`src/rtl/mvu_act_feeder.sv`:
```
// mvu_act_feeder: buffers one SF-chunk activation vector and replays it NF times with weight addressing.
// Defining MVU_FEEDER_STALL_CNT_EN adds a saturating stall_cnt output.
module mvu_act_feeder #(
    parameter int SIMD    = 2,
    parameter int PE      = 2,
    parameter int TI      = 1,
    parameter int MatrixW = 4,
    parameter int MatrixH = 4,
    localparam int SF = MatrixW / SIMD,
    localparam int NF = MatrixH / PE,
    localparam int W  = TI * SIMD,
    localparam int WA = (SF * NF > 1) ? $clog2(SF * NF) : 1
) (
    input  logic          clk,
    input  logic          rst_n,
    input  logic          in_v,
    input  logic [W-1:0]  in_act,
    output logic          in_rdy,
    output logic          out_v,
    output logic [W-1:0]  out_act,
    output logic [WA-1:0] out_wgt_addr,
    output logic          out_sf_last,
    output logic          out_nf_last,
    input  logic          out_rdy
`ifdef MVU_FEEDER_STALL_CNT_EN
    ,
    output logic [31:0]   stall_cnt
`endif
);
    localparam int SW = SF > 1 ? $clog2(SF) : 1;
    localparam int NW = NF > 1 ? $clog2(NF) : 1;
    localparam logic [SW-1:0] SF_MAX = SW'(SF - 1);
    localparam logic [NW-1:0] NF_MAX = NW'(NF - 1);

    typedef enum logic {FILL, REPLAY} state_t;

    state_t          state_q, state_d;
    logic [SW-1:0]   sf_q, sf_d;
    logic [NW-1:0]   nf_q, nf_d;
    logic            out_v_q, out_v_d;
    logic [W-1:0]    act_q, act_d;
    logic [WA-1:0]   addr_q, addr_d;
    logic            sl_q, sl_d, nl_q, nl_d;
    logic [W-1:0]    mem_q [SF];
    logic            ld, load;

    assign ld           = !out_v_q || out_rdy;
    assign in_rdy       = state_q == FILL && ld;
    assign load         = ld && (state_q == REPLAY || in_v);
    assign out_v        = out_v_q;
    assign out_act      = act_q;
    assign out_wgt_addr = addr_q;
    assign out_sf_last  = sl_q;
    assign out_nf_last  = nl_q;

    always_comb begin
        state_d = state_q;
        sf_d    = sf_q;
        nf_d    = nf_q;
        out_v_d = ld ? load : out_v_q;
        act_d   = act_q;
        addr_d  = addr_q;
        sl_d    = sl_q;
        nl_d    = nl_q;
        if (load) begin
            act_d  = state_q == FILL ? in_act : mem_q[sf_q];
            addr_d = WA'(32'(nf_q) * SF + 32'(sf_q));
            sl_d   = sf_q == SF_MAX;
            nl_d   = nf_q == NF_MAX;
            sf_d   = sf_q == SF_MAX ? '0 : sf_q + SW'(1);
            if (sf_q == SF_MAX) begin
                nf_d    = nf_q == NF_MAX ? '0 : nf_q + NW'(1);
                state_d = nf_q == NF_MAX ? FILL : REPLAY;
            end
        end
    end

    always_ff @(posedge clk or negedge rst_n) begin
        if (!rst_n) begin
            state_q <= FILL;
            sf_q    <= '0;
            nf_q    <= '0;
            out_v_q <= 1'b0;
            act_q   <= '0;
            addr_q  <= '0;
            sl_q    <= 1'b0;
            nl_q    <= 1'b0;
        end else begin
            state_q <= state_d;
            sf_q    <= sf_d;
            nf_q    <= nf_d;
            out_v_q <= out_v_d;
            act_q   <= act_d;
            addr_q  <= addr_d;
            sl_q    <= sl_d;
            nl_q    <= nl_d;
        end
    end

    // Vector buffer is captured only during FILL and needs no reset.
    always_ff @(posedge clk) begin
        if (in_rdy && in_v) mem_q[sf_q] <= in_act;
    end

`ifdef MVU_FEEDER_STALL_CNT_EN
    logic [31:0] stall_q;

    always_ff @(posedge clk or negedge rst_n) begin
        if (!rst_n) stall_q <= '0;
        else if (out_v_q && !out_rdy && stall_q != '1) stall_q <= stall_q + 32'd1;
    end

    assign stall_cnt = stall_q;
`endif
endmodule

```
`config.mk`:
```
export PLATFORM = sky130hd
export DESIGN_NAME = mvu_act_feeder
export DESIGN_NICKNAME = d
export VERILOG_FILES = /design/src/rtl/mvu_act_feeder.sv
export SDC_FILE = /design/constraint.sdc
export NUM_CORES = 1
export LEC_CHECK = 0
export CORE_MARGIN = 2
export CORE_UTILIZATION = 30
export CTS_BUF_LIST = sky130_fd_sc_hd__clkbuf_4
export CTS_CLUSTER_SIZE = 12
export DETAILED_ROUTE_END_ITERATION = 16
export PLACE_DENSITY_LB_ADDON = 0.12
export SYNTH_ARGS = -nofsm -noshare
export SYNTH_HDL_FRONTEND = slang
export SYNTH_SLANG_ARGS = --single-unit
```
`constraint.sdc`:
```
create_clock -name clk -period 1.4 [get_ports clk]
set_clock_uncertainty 0.05 [all_clocks]
set_input_delay 0.14 -clock clk [delete_from_list [all_inputs] [get_ports clk]]
set_output_delay 0.14 -clock clk [all_outputs]
set_load 0.01 [all_outputs]
```
==> impl_metrics.py, run 1 <==
metrics = {
    "logic_synthesis": {
        "ys_seq_elements": 11,
        "synthesis.nets": 47,
        "postSynthCellCount": 41,
        "avgSynthCellArea_um2": 12.3,
        "synth_cell_types": 22,
        "syn-cell-area_um2": 504,
        "ys_warn_count": 0,
        "yosysSeqAreaShare": 0.586,
    },
    "timing": {
        "fin_ws_ns": 0.0603,
        "fin_tns_setup_ns": 0,
        "slew_headroom": 0.778,
        "finalHoldViolCount": 0,
        "holdWs_ns": 0.0976,
        "finalMaxSlewViolations": 0,
        "setup_violations": 0,
        "min_period_over_period": 0.957,
        "finalCriticalPeriod_ns": 1.34,
        "worstMarginPinSlew_ns": 0.332,
        "rsz0062_at_grt": "no",
        "clock.fmax_mhz": 746,
    },
    "floorplanning": {
        "die_y_um": 45.0,
        "dieArea_um2": 2020,
        "start_util": 0.327,
        "core_um2": 1540,
        "placementRows": 14,
        "io_pins": 14,
        "dieWidth_um": 45.0,
    },
    "cts": {
        "cts_hold_buf": 0,
        "clkLatencyLatePin_ns": 0.25,
        "clk_pin_slew_ns": 0.06,
        "cts_buffers": 3,
        "htreeDepth": 1,
        "cts_root_buf": "clkbuf_4",
        "cts_tree": "built",
        "cts.sinks": 11,
        "cts.path.max_buffers": 2,
    },
    "cells_and_area": {
        "syn2layout_area_growth_pct": 39.0,
        "register_area_um2": 295,
        "antenna_cells": 0,
        "drive_gt1_frac": 0.220,
        "fin_area_um2": 701,
        "fin_cells": 75,
        "fin_nets": 66,
        "utilization": 0.455,
        "multi_input_area_um2": 166,
        "n_fill_cell": 154,
    },
    "grt": {
        "grt_pass1_wl_um": 1380,
        "grt_util_all_layers": 0.100,
        "grt_max_degree": 11,
        "grt_pass1_vias": 337,
        "grt_antenna_before_repair": 0,
        "grt_remaining_overflow": 0,
    },
    "detailed_routing": {
        "routedWlPerCell_um": 11.8,
        "drcViolationCount": 0,
        "first_pass_iters": 4,
        "ant_nets": 0,
        "first_iter_violations": 5,
        "routed_wl_um": 882,
        "via_per_inst": 4.72,
        "vias": 354,
    },
    "job": {
        "cap_violations": 0,
    },
    "placement": {
        "io_buffers": 13,
        "gp_congestion": 0.651,
        "detailedPlace.worstSlack_ns": -0.206,
        "placedCellCount": 71,
        "dpl_cell_area_um2": 664,
    },
    "setup_path": {
        "cpLargestDelayFamily": "buffers and inverters",
        "r2r_end": "mem_q[1][0]$_DFFE_PP_",
        "r2r_setup_slack_ns": 0.11,
        "end_kind": "output port",
        "cp-start-kind": "flop",
        "cp_max_fo": 3,
        "reg2reg_from": "out_v$_DFFE_PN0P_",
        "required_ns": 1.21,
        "crit_path_max_incr_delay_ns": 0.54,
        "crit_chain": "clkdlybuf4s50_1",
        "crit_arrival_ns": 1.15,
        "critPathSlowestCell": "clkdlybuf4s50_1",
        "worstSetupPathType": "reg -> out",
        "r2r_cells": 3,
        "path_buf_inv": 1,
    },
    "outcome": {
        "status": "completed",
    },
    "min_path": {
        "hp-class": "in -> async",
    },
    "pwr": {
        "peakVddDrop_uv": 785,
        "total_power_mw": 1.31,
        "p_leak_nw": 0.327,
        "p_per_area_nw_per_um2": 1870,
    },
}
[how the worst max path moves through the flow]
stage,endpoint,start,cells after the start
2_1_floorplan,mem_q[1][0]$_DFFE_PP_,out_v$_DFFE_PN0P_,4
3_3_place_gp,in_rdy,out_rdy,4
3_5_place_dp,in_rdy,out_rdy,4
4_1_cts,in_rdy,out_v$_DFFE_PN0P_,3
5_1_grt,out_act[1],out_act[1]$_DFFE_PN0P_,1
6_report,out_act[1],out_act[1]$_DFFE_PN0P_,1
[cells in the mapped netlist]
cell type  count  share of area
inv_1          2          0.015
or3_1          1          0.012
buf_2          1         0.0099
a22o_1         1          0.017
nand2b_4       1          0.027
and2b_1        1          0.015
o221a_1        2          0.045
xnor2_1        1          0.017
nand3_1        2          0.020
nor3b_1        1          0.015
dfrtp_1        7           0.35
nor3_1         1         0.0099
nor2_1         3          0.022
o21ai_1        1         0.0099
mux2i_1        2          0.040
edfxtp_1       4           0.24
buf_6          1          0.022
nand2_1        1         0.0074
mux2_2         1          0.022
clkbuf_1       1         0.0074
buf_4          2          0.030
a31oi_1        4          0.050
[cell usage in the layout (no fill, tap or decap)]
master	count
nand2b_4	1
dlygate4sd2_1	1
a31oi_1	4
nor2_1	3
edfxtp_1	4
nand2_1	1
xnor2_1	1
nor3_1	1
clkdlybuf4s50_1	6
or3_1	1
buf_4	6
dlymetal6s2s_1	5
o221a_1	2
clkbuf_2	1
nand3_1	2
nor3b_1	1
clkbuf_4	4
o21ai_1	1
and2b_1	1
a22o_1	1
inv_1	2
dfrtp_1	7
mux2_2	1
mux2i_1	2
[where the power goes]
group	internal, mW	total, mW	leakage, nW	switching (mW)
sequential	0.446	0.564	0.115	0.118
clock	0.129	0.214	0.0184	0.0852
combinational	0.320	0.529	0.194	0.209
total	0.896	1.31	0.327	0.412
[area by class of cell]
type / instances / area share
Multi-Input combinational cell: 23 / 0.238
Inverter: 2 / 0.0107
Timing Repair Buffer: 19 / 0.259
Sequential cell: 11 / 0.421
Tap cell: 16 / 0.0286
Clock buffer: 4 / 0.0429
[metal layers]
metal	vias to the layer above	GRT usage	wire length [um]	share of wire
met4	0	0	0	0
met5	-	0	0	0
met1	160	0.115	411	0.47
met3	0	0.0640	54	0.061
li1	185	-	-	-
met2	9	0.169	415	0.47
[flip-flops by register name (all words and copies together) (netlist names)]
name          flops
mem_q             4
sf_q              1
out_act           2
out_v             1
out_wgt_addr      2
state_q           1
[logic make-up after synthesis]
family	Yosys count	synth area share
compound gates	8	0.122
xor+xnor	1	0.0174
buf+inv	7	0.0843
flops	11	0.586
mux	3	0.0620
simple gates	11	0.129
[repair_timing]
action | 4_1_cts | 5_1_grt
resized for setup | 2 | 7
endpoints found under the setup margin | 2 | 6
buffers inserted | 0 | 0
pin swaps | 0 | 0
Note: power is estimated with default switching activity, not from simulation.
==> run 2: changes to the inputs <==
--- a/config.mk
+++ b/config.mk
@@ -8,9 +8,10 @@
 export CORE_MARGIN = 2
 export CORE_UTILIZATION = 30
 export CTS_BUF_LIST = sky130_fd_sc_hd__clkbuf_4
-export CTS_CLUSTER_SIZE = 12
+export CTS_CLUSTER_SIZE = 8
 export DETAILED_ROUTE_END_ITERATION = 16
 export PLACE_DENSITY_LB_ADDON = 0.12
+export RECOVER_POWER = 50
 export SYNTH_ARGS = -nofsm -noshare
 export SYNTH_HDL_FRONTEND = slang
 export SYNTH_SLANG_ARGS = --single-unit
==> impl_metrics.py, run 2 (synthesis results as in run 1) <==
metrics = {
    "detailed_routing": {
        "ant_nets": 0,
        "met2RoutedLength_um": 413,
        "top_layer": "met3",
        "wl_met3_um": 50,
        "first_iter_violations": 5,
        "routed_wl_um": 872,
        "drt-met1-wl_um": 408,
        "via_per_inst": 4.72,
        "routedWlPerCell_um": 11.6,
        "first_pass_iters": 4,
        "drcViolationCount": 0,
        "vias": 354,
    },
    "cts": {
        "cts_root_buf": "clkbuf_4",
        "cts_tree": "built",
        "clkLatencyLatePin_ns": 0.25,
        "cts.sinks": 11,
        "htreeDepth": 1,
        "cts.path.max_buffers": 2,
        "cts_buffers": 3,
        "clk_pin_slew_ns": 0.06,
        "post-cts-setup-buffers": 0,
    },
    "placement": {
        "gp_congestion": 0.651,
        "detailedPlace.worstSlack_ns": -0.206,
        "io_buffers": 13,
    },
    "grt": {
        "grt_remaining_overflow": 0,
        "grt_util_all_layers": 0.100,
        "grt_antenna_before_repair": 0,
        "grt_pass1_wl_um": 1380,
        "grt_max_degree": 11,
        "grt_pass1_vias": 337,
    },
    "setup_path": {
        "critPathSlowestCell": "clkdlybuf4s50_1",
        "cp_max_fo": 3,
        "worstSetupPathType": "reg -> out",
        "crit_path_max_incr_delay_ns": 0.54,
        "r2r_cells": 3,
        "path_buf_inv": 1,
        "required_ns": 1.21,
        "crit_arrival_ns": 1.15,
        "cp-start-kind": "flop",
        "path_depth": 1,
        "crit_chain": "clkdlybuf4s50_1",
        "end_kind": "output port",
        "cpLargestDelayFamily": "buffers and inverters",
    },
    "cells_and_area": {
        "drive_gt1_frac": 0.220,
        "n_fill_cell": 158,
        "regMostFlops": "mem_q",
        "syn2layout_area_growth_pct": 37.0,
        "multi_input_area_um2": 166,
        "layout_common_cells": "dfrtp_1 (7), buf_4 (6)",
        "largest_reg_flops": 4,
        "register_area_um2": 295,
        "fin_nets": 66,
        "antenna_cells": 0,
        "final_common_cell": "dfrtp_1",
    },
    "floorplanning": {
        "core_um2": 1540,
        "dieWidth_um": 45.0,
        "die_y_um": 45.0,
        "placementRows": 14,
        "dieArea_um2": 2020,
        "io_pins": 14,
        "start_util": 0.327,
    },
    "timing": {
        "rsz0062_at_grt": "no",
        "fin_tns_setup_ns": 0,
        "fin_ws_ns": 0.0600,
        "worstMarginPinSlew_ns": 0.335,
        "finalCriticalPeriod_ns": 1.34,
        "min_period_over_period": 0.957,
        "setup_violations": 0,
        "clock.fmax_mhz": 746,
        "finalMaxSlewViolations": 0,
        "finalHoldViolCount": 0,
        "slew_headroom": 0.776,
    },
    "job": {
        "cap_violations": 0,
    },
    "pwr": {
        "p_leak_nw": 0.295,
        "peakVddDrop_uv": 786,
        "p_per_area_nw_per_um2": 1890,
    },
    "outcome": {
        "status": "completed",
    },
    "min_path": {
        "hp-class": "in -> async",
    },
}
[run 2: changes by cell type in the layout (fill, tap and decap cells not counted)]
cell             previous run  this run
clkdlybuf4s25_1             0         4
clkdlybuf4s50_1             6         3
dlymetal6s2s_1              5         1
dlygate4sd3_1               0         3
[run 2: layer usage]
layer | GRT usage | up-vias
met5 | 0 | -
met4 | 0 | 0
met1 | 0.115 | 160
met3 | 0.0640 | 0
met2 | 0.169 | 9
li1 | - | 185
[run 2: final cells by class]
type,count,area share
clock buffer,4,0.0435
inverter,2,0.0109
multi-input combinational,23,0.241
sequential,11,0.428
tap,16,0.0290
timing repair buffer,19,0.248
[run 2: path summary, 6_finish.rpt]
| check | slack, ns | startpoint | endpoint |
|---|---|---|---|
| min | 0.17 | rst_n | sf_q$_DFFE_PN0P_ |
| min reg2reg | 0.49 | out_wgt_addr[1]$_DFFE_PN0P_ | out_wgt_addr[1]$_DFFE_PN0P_ |
| max | 0.06 | out_act[1]$_DFFE_PN0P_ | out_act[1] |
| max reg2reg | 0.11 | out_v$_DFFE_PN0P_ | mem_q[1][0]$_DFFE_PP_ |
| min in group clk | 0.49 | out_wgt_addr[1]$_DFFE_PN0P_ | out_wgt_addr[1]$_DFFE_PN0P_ |
| max in group asynchronous | 0.88 | rst_n | out_act[0]$_DFFE_PN0P_ |
[run 2: through the flow]
| stage | util | cell area [um^2] | hold slack, ns | instances | total power, mW |
|---|---|---|---|---|---|
| floorplan | - | 504 | -0.206 | 41 | 0.878 |
| finish | 0.448 | 691 | 0.168 | 75 | 1.30 |
| detailed placement | 0.431 | 664 | 0.371 | 71 | 1.14 |
| global route | 0.448 | 691 | 0.179 | 75 | 1.40 |
| CTS | 0.449 | 692 | 0.0936 | 75 | 1.35 |
| global placement | 0.431 | 664 | 0.367 | 71 | 1.12 |
[run 2: power by group]
group	leakage (nW)	internal, mW	switching, mW
logic	0.161	0.314	0.208
clock network	0.0184	0.129	0.0853
registers	0.115	0.446	0.120
total	0.295	0.889	0.413
[run 2: timing repair]
action                                  4_1_cts  5_1_grt
hold buffers                                  0        0
gates resized for setup                       2        7
endpoints found under the setup margin        2        6
